`src/rtl/pattern_event_counter_pkg.sv`:
```
// Shared constants for the pattern detector / event counter pair: detector output
// codes and the snapshot FSM state encoding.
package pattern_event_counter_pkg;

    localparam logic [1:0] PAT_NONE    = 2'b00;
    localparam logic [1:0] PAT_010     = 2'b01;
    localparam logic [1:0] PAT_101     = 2'b10;
    localparam logic [1:0] PAT_ILLEGAL = 2'b11;

    typedef enum logic {
        ST_RUN  = 1'b0,
        ST_HOLD = 1'b1
    } pec_state_e;

endpackage

```
`src/rtl/event_counter.sv`:
```
// Single live event counter with clear-and-count priority.
// PEC_SATURATE_EN defined: holds at all-ones; otherwise wraps modulo 2^CNT_W.
module event_counter #(
    parameter int CNT_W = 8
) (
    input  logic             clock,
    input  logic             reset,
    input  logic             inc,
    input  logic             clr,
    output logic [CNT_W-1:0] count
);

    logic [CNT_W-1:0] count_q;
    logic [CNT_W-1:0] count_d;

    // A clear coinciding with an event keeps that event, so the counter restarts at 1.
    always_comb begin
        count_d = count_q;
        if (clr) begin
            count_d = inc ? CNT_W'(1) : '0;
        end else if (inc) begin
`ifdef PEC_SATURATE_EN
            if (count_q != '1) begin
                count_d = count_q + CNT_W'(1);
            end
`else
            count_d = count_q + CNT_W'(1);
`endif
        end
    end

    always_ff @(posedge clock) begin
        if (reset) begin
            count_q <= '0;
        end else begin
            count_q <= count_d;
        end
    end

    assign count = count_q;

endmodule

```
`src/rtl/pattern_event_counter.sv`:
```
// Counts 101/010 detector events, flags illegal codes, and offers a req/ack snapshot
// of both counts. Build option PEC_SATURATE_EN selects saturating counters.
module pattern_event_counter
    import pattern_event_counter_pkg::*;
#(
    parameter int CNT_W     = 8,
    parameter int THRESHOLD = 4
) (
    input  logic             clock,
    input  logic             reset,
    input  logic [1:0]       pattern,
    input  logic             snap_req,
    input  logic             snap_ack,
    output logic             snap_valid,
    output logic [CNT_W-1:0] snap101,
    output logic [CNT_W-1:0] snap010,
    output logic             alert,
    output logic             err
);

    localparam logic [CNT_W:0] THRESH = (CNT_W + 1)'(THRESHOLD);

    logic [1:0]       cap_q;
    pec_state_e       state_q;
    pec_state_e       state_d;
    logic             snap_load;
    logic             live_clr;
    logic             err_q;
    logic [CNT_W-1:0] snap101_q;
    logic [CNT_W-1:0] snap010_q;
    logic [CNT_W-1:0] live101;
    logic [CNT_W-1:0] live010;
    logic [CNT_W:0]   live_sum;

    // The detector only holds pattern stable from falling to rising edge.
    always_ff @(negedge clock) begin
        if (reset) begin
            cap_q <= PAT_NONE;
        end else begin
            cap_q <= pattern;
        end
    end

    always_ff @(posedge clock) begin
        if (reset) begin
            state_q <= ST_RUN;
        end else begin
            state_q <= state_d;
        end
    end

    always_comb begin
        state_d = state_q;
        case (state_q)
            ST_RUN:  if (snap_req) state_d = ST_HOLD;
            ST_HOLD: if (snap_ack) state_d = ST_RUN;
            default: state_d = ST_RUN;
        endcase
    end

    always_comb begin
        snap_valid = (state_q == ST_HOLD);
        snap_load  = (state_q == ST_RUN) && snap_req;
        live_clr   = (state_q == ST_HOLD) && snap_ack;
    end

    // Snapshot takes the counts as they stood before this edge's increment.
    always_ff @(posedge clock) begin
        if (reset) begin
            snap101_q <= '0;
            snap010_q <= '0;
        end else if (snap_load) begin
            snap101_q <= live101;
            snap010_q <= live010;
        end
    end

    always_ff @(posedge clock) begin
        if (reset) begin
            err_q <= 1'b0;
        end else if (cap_q == PAT_ILLEGAL) begin
            err_q <= 1'b1;
        end
    end

    event_counter #(.CNT_W(CNT_W)) u_cnt101 (
        .clock (clock),
        .reset (reset),
        .inc   (cap_q == PAT_101),
        .clr   (live_clr),
        .count (live101)
    );

    event_counter #(.CNT_W(CNT_W)) u_cnt010 (
        .clock (clock),
        .reset (reset),
        .inc   (cap_q == PAT_010),
        .clr   (live_clr),
        .count (live010)
    );

    // Decoded straight from the counter flops, so alert moves on the same edge as the counts.
    assign live_sum = {1'b0, live101} + {1'b0, live010};
    assign alert    = (live_sum >= THRESH);
    assign snap101  = snap101_q;
    assign snap010  = snap010_q;
    assign err      = err_q;

endmodule

```
`config.mk`:
```
export PLATFORM = sky130hd
export DESIGN_NAME = pattern_event_counter
export DESIGN_NICKNAME = d
export VERILOG_FILES = /design/src/rtl/pattern_event_counter_pkg.sv /design/src/rtl/event_counter.sv /design/src/rtl/pattern_event_counter.sv
export SDC_FILE = /design/constraint.sdc
export NUM_CORES = 1
export LEC_CHECK = 0
export ABC_AREA = 1
export BUFFER_PORTS_ARGS = -buffer_cell sky130_fd_sc_hd__buf_2
export CAP_MARGIN = 20
export CORE_ASPECT_RATIO = 1.5
export CORE_MARGIN = 2
export CORE_UTILIZATION = 35
export CTS_CLUSTER_SIZE = 20
export DETAILED_ROUTE_END_ITERATION = 6
export SLEW_MARGIN = 20
export SYNTH_ARGS = -nofsm -noshare
export SYNTH_HDL_FRONTEND = slang
export SYNTH_SLANG_ARGS = --single-unit
export TNS_END_PERCENT = 20
```
`constraint.sdc`:
```
create_clock -name clock -period 4.4 [get_ports clock]
set_clock_uncertainty 0.1 [all_clocks]
set_input_delay 0.44 -clock clock [delete_from_list [all_inputs] [get_ports clock]]
set_output_delay 0.44 -clock clock [all_outputs]
set_load 0.03 [all_outputs]
```
# Word-level counts from Yosys, hierarchy flattened
# Index checks and enable logic that the tools add are counted.
# totals
regBits,36
out_inout_bits,19
# classes
add_sub_neg,3
magnitude_cmp,1
eq_ne,3
mux,9
bitwise,1
n_reduce_logical,4
# op_table
operator,n
$mux W8,4
$add A8 B1 Y8 const B,2
$add A8 B8 Y9,1
$ge A9 B3 Y1 const B,1
$eq A2 B2 Y1 const B,2
$mux W1,4
$reduce_bool A2 Y1,2
$eq A2 B1 Y1 const B,1
$logic_and A1 B1 Y1,2
$pmux W1 S2,1
$not A1 Y1,1

# Logic depth before layout (Yosys ltp)
# Gate-level depths: netlist (run 1).
# logic_depth
ltp_word,3
mapped_depth,12

# Cells and area by module
# From an unflattened synthesis (run 1), not the netlist that was laid out.
# unflattened
hier_cells,286
area_unflattened_um2,1889.3
# by_module_without_submodules
module,n_inst,cells_per_inst,area_each_um2,seq_area_each_um2
pattern_event_counter,1,166,1108.6,400.4
event_counter,2,60,390.4,160.2

==> flow_results.org, run 1 <==
** STA
- The total count of hold-check failures in the final report came to 0.
- Accumulated negative setup slack :: 0 ns
- For the pin with the worst max-slew slack, the measured transition is around 0.61 ns.
- Setup violations remaining at the end of the flow were counted as 0.
- Final Slew Violations :: 0
- Measured against its own limit, the worst slew margin works out to 0.595.
- Across all hold checks on the routed design, the worst slack comes to between 0.2 and 0.3 ns.
- Final worst setup slack :: approximately 0.80 ns
- Setup repair after global routing left no endpoint under its margin.

** Synthesis
- The biggest area contributor in the post-synthesis netlist is dfxtp_1.
- For this run, the leading register cell type out of synthesis is dfxtp_1.
- Counting flops with a built-in enable in the synthesized netlist gives 0.
- For this run, the register share of the synthesized area comes to 0.395.
- The Yosys step of the flow raised 0 warnings.
- In the post-synthesis netlist, the cell with the most instances is nand2_1.
- The commonest cells after synthesis are nand2_1 (50), inv_1 (39), dfxtp_1 (36), nor2_1 (34), a21oi_1 (19).
- After synthesis, the mean cell area works out to approximately 7 sq um.
- Synthesized cell area :: approximately 0.0018 sq mm
- Synthesis inferred 36 register bits.
- Largest cells by area after synthesis :: dfxtp_1 (39%), nand2_1 (10%), inv_1 (8.0%)
- Yosys mapped the design onto 24 distinct sky130hd cell types.
- Synthesis produced a netlist with a net count of about 270.
- For this run, asynchronously set or reset flops after synthesis account for 0.
- Cells after synthesis :: roughly 260
- Top cell type's share of synthesized area :: 0.395

** Floorplan
- For this configuration, the core starts out at a cell density of 0.359.
- Die height :: approximately 92 microns
- I/O pin count :: 25
- The floorplan step set the die width to 63.0 microns.
- The core region is between 0.005 and 0.006 sq mm.
- After floorplanning, the core was divided into 32 placement rows.
- Floorplan die area :: a little under 0.006 sq mm

** Critical path
- Counting stages on the worst path, the most repeated cell is nand3_1.
- Setup slack of the worst register-to-register path :: between 0.7 and 0.8 ns
- The worst register-to-register path begins at cap_q[1].
- In this run the critical register-to-register path is captured at u_cnt101.count[6].
- In this run the worst setup path begins at cap_q[1].
- Critical path required time :: between 4 and 5 ns
- STA classifies the critical path endpoint as a flip-flop.
- Crit path cell chain :: inv_2 -> nor2_2 -> nand3_1 -> nor3_2 -> nand3_1 -> nand2_1 -> a21oi_1
- Class of the most critical setup path :: flip-flop to flip-flop
- Depth of the critical timing path with buffers and inverters included :: 7
- Startpoint Class :: flip-flop
- For the worst setup path, the data arrival time is 3.68 ns.
- Worst Path Max Fanout :: 4
- Slowest CP cell :: dfxtp_1
- End point of the critical path :: u_cnt101.count[6]
- Worst R2R Path Depth :: 7
- Crit path buffers/inverters :: 1
- In this design, the stage delay of the slowest critical-path cell is 0.35 ns.
- Family of cells with the greatest summed delay on the critical path :: simple AND/OR/NAND/NOR gates

** Power and ir drop
- Overall power consumption after layout is estimated at around 0.65 mW.
- Leakage power :: about 0.99 nW
- Total power per unit cell area :: around 310 mW/mm^2
- Worst vdd rail ir drop :: 91.3 uV

** CTS
- In this run, post-CTS hold repair placed 0 buffers.
- Max Root-Sink Buffers :: 2
- The tree built by TritonCTS fans out to 36 sinks.
- After clock tree synthesis, the clock-pin slew on the worst setup and hold paths is roughly 0.07 ns.
- Buffers added to address setup during post-CTS repair amount to 0.
- Post-cts resize count :: 0
- The clock reaches the later pin of the worst-skew pair after approximately 0.33 ns.
- The cell sitting at the root of the clock tree is a clkbuf_8.
- Clock tree synthesis inserted a total of 5 buffers.
- Level count of the clock H-tree :: 2
- TritonCTS clock tree :: done

** Placed design
- Routability congestion estimate from global placement :: approximately 0.82
- Detailed placer's ending HPWL :: around 3000 microns
- IO Port Bufs :: 24
- Post-DP Area :: between 0.002 and 0.0025 sq mm
- At the placement stage, the worst setup path has a slack of 0.874 ns.
- Including well taps, the total number of placed cells is 341.

** Layout
- Fraction of final layout cells sized beyond drive strength 1 :: 0.142
- Finished Layout Cells :: between 300 and 400
- Share of the core filled with cells in the final layout :: 0.412
- Relative to the synthesized area, the layout overhead comes to 14.6%.
- After routing the design area is around 0.0021 sq mm.
- Diodes inserted :: 0
- Number of nets in the final layout :: between 200 and 300

** Outcome
- The run finished with clean final reports.

** Global route
- The first global-routing pass estimated ~6700 microns of wire.
- Entering global routing, the biggest net connects 32 pins.
- The via count of the first global-routing pass came to about 1500.
- Grt total ovfl :: 0
- Across every metal layer, demand over resource in global routing totals 0.143.
- The initial antenna violation count is 0.

** Detailed routing
- The first detailed-routing pass took 4 iterations.
- DRC :: 0
- After detailed routing, the number of vias per cell comes to around 4.7.
- For this block, the routed nets add up to 3830 microns of wire.
- Number of nets still failing antenna checks after routing :: 0
- For this block, the initial DRC count from the detailed router was 88.
- WL per Instance :: approximately 11 microns
- Via Count :: between 1500 and 2000

** Worst hold path
- The path class of the tightest hold or removal check is input pin to flip-flop.
- The worst hold path begins at snap_req.

** Job
- MaxCap Viol Count :: 0
[final cells by class]
class | instances | area, sq um
Fill cell | 541 | 2990
Clock buffer | 6 | 72.6
Multi-Input combinational cell | 173 | 937
Inverter | 39 | 146
Timing Repair Buffer | 24 | 120
Sequential cell | 36 | 721
Clock inverter | 3 | 11.3
Tap cell | 68 | 85.1
[placed cells by master (no fill, tap or decap)]
cell,Yosys,final
nand2_1,50,50
inv_1,39,40
dfxtp_1,36,36
nor2_1,34,33
buf_2,3,24
a21oi_1,19,19
nand3_1,17,17
a211oi_1,15,15
ha_1,10,10
o21ai_0,8,8
clkbuf_8,0,5
nor3_1,3,3
or2_1,2,2
nor2_2,2,2
inv_2,1,2
nor2_4,1,2
nand2_2,2,2
nand4_1,2,2
nor3_2,2,2
o21ai_1,2,2
nand3b_1,1,1
and2_0,1,1
nor3_4,1,1
fa_1,1,1
clkbuf_1,3,1
[worst min-delay path by stage]
stage | to | slack, ns | cells after the start
after floorplan | u_cnt010.count[3] | 0.37 | 1
final | snap_valid | 0.29 | 3
after detailed placement | snap010[7] | 0.37 | 2
after global routing | snap_valid | 0.31 | 3
after CTS | snap_valid | 0.29 | 3
after global placement | snap010[7] | 0.36 | 2
[per-layer routing]
metal | routed length (microns) | track usage
met5 | 0 | 0
met4 | 80 | 0.0574
met3 | 92 | 0.0182
met2 | 1950 | 0.266
met1 | 1700 | 0.161
[worst min-delay path, cell delays in order]
cell	delay, ns
buf_2	0.09
nor2_1	0.03
nor2_1	0.08
[cells by family after synthesis]
| kind of cell | share of synthesized area |
|---|---|
| simple gates | 0.288 |
| buf+inv | 0.0966 |
| compound gates | 0.141 |
| flops | 0.395 |
| fa+ha+maj | 0.0795 |
[registers in the layout (all words and copies together) (netlist names)]
signal,cells
snap010,8
u_cnt010.count,8
err,1
cap_q,2
u_cnt101.count,8
snap_valid,1
snap101,8
[power breakdown]
group          total (mW)  internal [mW]  switching (mW)
combinational      0.0805         0.0240          0.0565
sequential          0.350          0.340         0.00947
clock               0.223          0.109           0.113
total               0.653          0.474           0.179
Note: power is estimated with default switching activity, not from simulation.
==> inputs of run 2 (changes only) <==
clock period = 3.1 ns   (was 4.4 ns; I/O delays follow)
==> run 2 against run 1 <==
  * Register-to-register slack got worse by 0.61 ns
  * Non-clock buffer count is 3 higher
  * Cell count is 1.1% higher
  * Largest power group unchanged
==> flow_results.org, run 2 (synthesis results as in run 1) <==
** Power and ir drop
- The analysis attributes to net switching a power of about 0.27 mW.
- In this run the static leakage power is just over 1 nW.
- Worst vdd rail ir drop :: 189 uV
- Combinational group share of total power :: 0.114
- Of the total power, the clock network draws 0.405.
- Total power per unit cell area :: a little under 500 mW/mm^2
- Internal power consumption :: 0.761 mW
- Of the total power, the share spent switching nets is 0.263.
- Proportion of power drawn by flip-flops and latches :: 0.480

** Detailed routing
- DRC :: 0
- WL per Instance :: approximately 11 microns
- The first detailed-routing pass took 4 iterations.
- Summing over every cut layer, the via total after detailed routing is roughly 1700.
- Total wirelength of the detailed-routed design :: between 4000 and 5000 microns
- The detailed router finished its first iteration with 50 violations.
- After detailed routing, the number of vias per cell comes to between 4 and 5.
- The detail route stage leaves a number of antenna-violating nets equal to 0.

** Critical path
- Kind of capture point of the worst setup path :: flip-flop
- Crit path cell chain :: inv_2 -> nor2_2 -> nand3_1 -> nor3_2 -> nand3_1 -> nand2_1 -> a21oi_1
- Critical path required time :: ~3.2 ns
- Worst R2R Path Depth :: 7
- Counting both buffers and inverters, the worst setup path holds a total of 1.
- Setup slack on the worst reg-to-reg path comes out at ~0.19 ns.
- STA classifies the critical path startpoint as a flip-flop.
- On the critical path the largest part of the delay comes from simple AND/OR/NAND/NOR gates.
- Cell seen most often among critical-path stages :: nand3_1
- Class of the most critical setup path :: flip-flop to flip-flop
- The endpoint identified for the worst register-to-register timing path is u_cnt101.count[6].
- The startpoint identified for the worst register-to-register timing path is cap_q[1].
- Slowest CP cell :: dfxtp_1
- STA puts the critical path data arrival time at around 3.0 ns.
- Worst Path Max Fanout :: 3
- Highest cell delay on the worst timing path :: between 0.3 and 0.4 ns

** STA
- The total count of hold-check failures in the final report was 0.
- Setup violations remaining at the end of the flow were counted as 0.
- At the pin with the least slew margin, the transition time is ~0.50 ns.
- Setup repair after global routing missed its margin :: no
- Relative max-transition margin :: 0.664
- Setup slack on the critical path of the routed design comes to between 0.15 and 0.2 ns.
- Accumulated negative setup slack :: 0 ns
- Final Slew Violations :: 0

** Placed design
- Buffers placed on the I/O ports in this run total 24.
- Detailed placer's ending HPWL :: ~3200 microns
- At the placement stage, the worst setup path has a slack of between 0.2 and 0.25 ns.
- Routability congestion estimate from global placement :: about 0.84

** CTS
- TritonCTS created 5 clock buffers.
- TritonCTS clock tree :: done
- The number of setup buffers added after CTS is 0.
- After clock tree synthesis, the clock-pin slew on the worst setup and hold paths is approximately 0.070 ns.
- Level count of the clock H-tree :: 2
- Count of hold-fix buffers inserted at cts :: 0
- The cell sitting at the root of the clock tree is a clkbuf_8.
- Max Root-Sink Buffers :: 2
- Post-cts resize count :: 0
- The clock reaches the later pin of the worst-skew pair after 0.35 ns.
- Clock sink count :: 36

** Job
- MaxCap Viol Count :: 0

** Floorplan
- The die is around 92 microns tall.
- The initial utilization of the core area, before any placement, comes to 0.359.
- The die is roughly 63 microns wide.
- 25 I/O pins were placed.
- Floorplan die area :: around 0.0058 sq mm
- After floorplanning, the core was sized to cover approximately 0.0051 sq mm.
- The floorplan has 32 rows.

** Worst hold path
- Hold EP :: snap_valid
- Hold Crit Start :: snap_req
- Hold Path Class :: input pin to flip-flop
- Hold path cells :: 3

** Global route
- Entering global routing, the biggest net connects 32 pins.
- The total overflow left after global routing is 0.
- The via count of the first global-routing pass was about 1600.
- Across every metal layer, demand over resource in global routing totals 0.149.
- Antenna violations before repair :: 0
- Wire length of the first global-routing pass :: approximately 6900 microns

** Outcome
- Run status :: finished, final reports clean

** Layout
- Fraction of final layout cells sized beyond drive strength 1 :: 0.154
- After the last flow step, the layout net total stands at between 300 and 400.
- Diodes inserted :: 0
- Leaving out fill and tap cells, the most frequent cells in the layout are nand2_1 (50), inv_1 (40), dfxtp_1 (36), nor2_1 (33), buf_2 (24).
- Area added between synthesis and finish :: 17.3%
- Leading cell type in the layout, fill and taps excluded :: nand2_1
## run 2: changes by cell type in the layout (fill, tap and decap cells not counted), sizes merged
cell / before / now
buf: 24 / 27
bufinv: 0 / 1
clkinv: 0 / 1
inv: 42 / 41
## run 2: worst max path at each step
stage / start / to / slack, ns / cells after the start
floorplan: cap_q[0] / u_cnt010.count[7] / 0.35 / 7
global placement: cap_q[0] / u_cnt010.count[7] / 0.28 / 7
detailed placement: cap_q[0] / u_cnt010.count[7] / 0.23 / 7
CTS: cap_q[0] / u_cnt010.count[7] / 0.18 / 7
global route: cap_q[0] / u_cnt010.count[6] / 0.04 / 5
finish: cap_q[1] / u_cnt101.count[6] / 0.19 / 7
## run 2: power by group through the flow
stage               logic, mW  registers, mW  clock network, mW
floorplan              0.0552          0.536            0.00606
global placement        0.118          0.506            0.00606
detailed placement      0.119          0.507            0.00606
CTS                     0.120          0.496              0.427
global route            0.130          0.499              0.447
finish                  0.118          0.496              0.419
## run 2: routing by layer
layer,up-vias,wire (microns),track usage
li1,883,-,-
met1,758,1710,0.154
met2,25,2130,0.289
met3,5,76,0.0146
met4,0,89,0.0778
met5,-,0,0
## run 2: worst reg2reg max path, cell delays in order, from the launching register on
cell and delay [ns]:
dfxtp_1 0.37, inv_2 0.07, nor2_2 0.11, nand3_1 0.14
nor3_2 0.20, nand3_1 0.10, nand2_1 0.07, a21oi_1 0.04
## run 2: area by class of cell
class,instances,area [sq um]
tap,68,85.1
clock buffer,6,72.6
inverter,39,146
multi-input combinational,173,932
sequential,36,721
timing repair buffer,27,143
clock inverter,4,42.5
fill,564,2940
## run 2: stage by stage
step           area, sq um  total power [mW]  hold slack [ns]  std cells  utilization
2_1_floorplan         1830             0.597            0.288        255            -
4_1_cts               2140              1.04            0.160        353        0.421
5_1_grt               2140              1.08            0.182        353        0.421
6_report              2140              1.03            0.158        353        0.421
3_3_place_gp          2030             0.630            0.371        344        0.399
3_5_place_dp          2030             0.632            0.379        344        0.399
==> inputs of run 3 (changes only) <==
CAP_MARGIN = 15   (was 20)
CORE_UTILIZATION = 30   (was 35)
==> run 3 against run 2 <==
  * Worst hold slack better by 0.0025 ns
  * Utilization shrank 5.8 points
  * Wire length down 0.82%
  * Worst setup slack better by 0.0013 ns
  * Power decreased by 9.4%
  * Cell count increased by 0.85%
  * First-iteration DRC count is 70% higher
  * Highest routed layer unchanged
==> flow_results.org, run 3 (synthesis results as in run 1) <==
** Global route
- Global routing finished with a remaining overflow of 0.
- Overall routing resource usage :: 0.135
- Maximum number of pins on one net before global-route repair :: 32
- The first global-routing pass estimated between 6000 and 7000 microns of wire.
- The via count of the first global-routing pass came to about 1600.
- The initial antenna violation count is 0.

** CTS
- Count of hold-fix buffers inserted at cts :: 0
- Cts bufs inserted :: 5
- Once the clock tree was built, the resizer swapped 0 gates to a different size.
- Post-CTS setup buffers :: 0
- Level count of the clock H-tree :: 2
- Max Root-Sink Buffers :: 2
- The tree is rooted in a clkbuf_8.
- Clock sink count :: 36
- After clock tree synthesis, the clock-pin slew on the worst setup and hold paths is 0.07 ns.
- At the later pin of the worst-skew pair, clock insertion delay measures 0.34 ns.
- TritonCTS built the clock tree.

** STA
- Final worst setup slack :: about 0.19 ns
- On the final layout, the worst hold slack is around 0.16 ns.
- Setup total negative slack on the finished layout was measured at 0 ns.
- Final-report hold violation count :: 0
- The number of pins exceeding their max-slew limit in the final report came to 0.
- Setup repair after global routing left no endpoint under its margin.
- At the pin with the least slew margin, the transition time is about 0.47 ns.
- Relative max-transition margin :: 0.685
- Setup violations remaining at the end of the flow were counted as 0.

** Floorplan
- Row count :: 34
- The initial utilization of the core area, before any placement, comes to 0.313.
- Floorplan die area :: just under 0.007 sq mm
- The die is ~100 microns tall.
- The region available for standard cell placement spans roughly 0.006 sq mm.
- I/O pin count :: 25
- Die Span X :: 67.7 microns

** Worst hold path
- The worst hold path passes through 3 cells.
- The worst hold path belongs to the class input pin to flip-flop.

** Detailed routing
- Summing over every cut layer, the via total after detailed routing is 1668.
- Total wirelength of the detailed-routed design :: about 4000 microns
- Detailed-route vias per instance :: roughly 4.7
- Drt first-iter violations :: 85
- For this run, the detailed router's first-pass iteration total came to 4.
- Dividing the detail-routed wire length by the instance count gives ~11 microns.
- Number of nets still failing antenna checks after routing :: 0
- DRC :: 0

** Layout
- Leading cell type in the layout, fill and taps excluded :: nand2_1
- Registers take between 700 and 800 sq um.
- Compared with the post-synthesis result, the final layout area differs by 15.9%.
- The finished cells cover approximately 0.0021 sq mm.
- Finished Layout Cells :: approximately 360
- After filler insertion, the fill cell instance count of the layout stands at between 600 and 700.
- The final layout contains between 300 and 400 nets.
- In the final layout, the share of cells above drive strength 1 is 0.151.
- Area occupied by multi-input gates :: a little over 900 sq um
- The repair_antennas step left the layout with diodes totalling 0.
- Share of the core filled with cells in the final layout :: 0.363
- The top cell types in the final layout, fill and taps aside, are nand2_1 (50), inv_1 (40), dfxtp_1 (36), nor2_1 (33), buf_2 (24).

** Critical path
- The number of cells on the worst reg-to-reg path is 7.
- Critical path required time :: 3.18 ns
- Crit path DAT :: about 3.0 ns
- STA classifies the critical path endpoint as a flip-flop.
- Class of the most critical setup path :: flip-flop to flip-flop
- Along the worst path, the maximum fanout reaches 5.
- Startpoint Class :: flip-flop

** Power and ir drop
- Leakage power :: ~1 nW
- Total power per unit cell area :: between 400 and 500 mW/mm^2
- The worst-case IR drop observed on VDD is 182 uV.
- The completed layout was analyzed and its total power is approximately 0.94 mW.

** Placed design
- Counting tap cells, the placed design contains a total of ~350 instances.
- Pre-CTS setup slack :: between 0.2 and 0.25 ns
- The wire-length estimate of the detail-placed layout is between 3000 and 4000 microns.
- IO Port Bufs :: 24
- In this run the cell area measured after placement is 0.00204 sq mm.
- Routability congestion estimate from global placement :: about 0.8

** Outcome
- Run status :: finished, final reports clean

** Job
- Max-cap violations in this run came to 0.
run 3: worst paths after layout:
kind                            startpoint                 to  slack, ns
worst max register to register    cap_q[0]  u_cnt010.count[7]       0.19
worst min register to register  snap010[7]         snap010[7]       0.38
worst min-delay path              snap_req         snap_valid       0.16
worst max-delay path              cap_q[0]  u_cnt010.count[7]       0.19
run 3: where the power goes:
| group | total, mW | switching (mW) | internal (mW) |
|---|---|---|---|
| registers | 0.496 | 0.0130 | 0.483 |
| logic | 0.118 | 0.0812 | 0.0364 |
| clock network | 0.322 | 0.166 | 0.156 |
| total | 0.936 | 0.261 | 0.675 |
run 3: routing by layer:
metal | up-vias | global-route usage | part of all wire | routed length (microns)
li1 | 882 | - | - | -
met2 | 30 | 0.240 | 0.52 | 2050
met1 | 745 | 0.137 | 0.42 | 1660
met5 | - | 0 | 0 | 0
met4 | 0 | 0.0863 | 0.040 | 159
met3 | 11 | 0.0283 | 0.026 | 105
run 3: layout make-up:
| cell class | instances | area share |
|---|---|---|
| repair buffers | 27 | 0.0674 |
| multi-input cells | 173 | 0.440 |
| clock buffers | 6 | 0.0343 |
| flip-flops and latches | 36 | 0.340 |
| clock inverters | 3 | 0.00591 |
| well taps | 72 | 0.0426 |
| inverters | 39 | 0.0691 |
run 3: critical path, stage by stage (launching register included):
cell     delay, ns
dfxtp_1       0.40
nand2_2       0.13
nor2_4        0.14
nand2_2       0.08
nor3_4        0.14
nand3_1       0.09
nand2_1       0.07
nor2_1        0.04
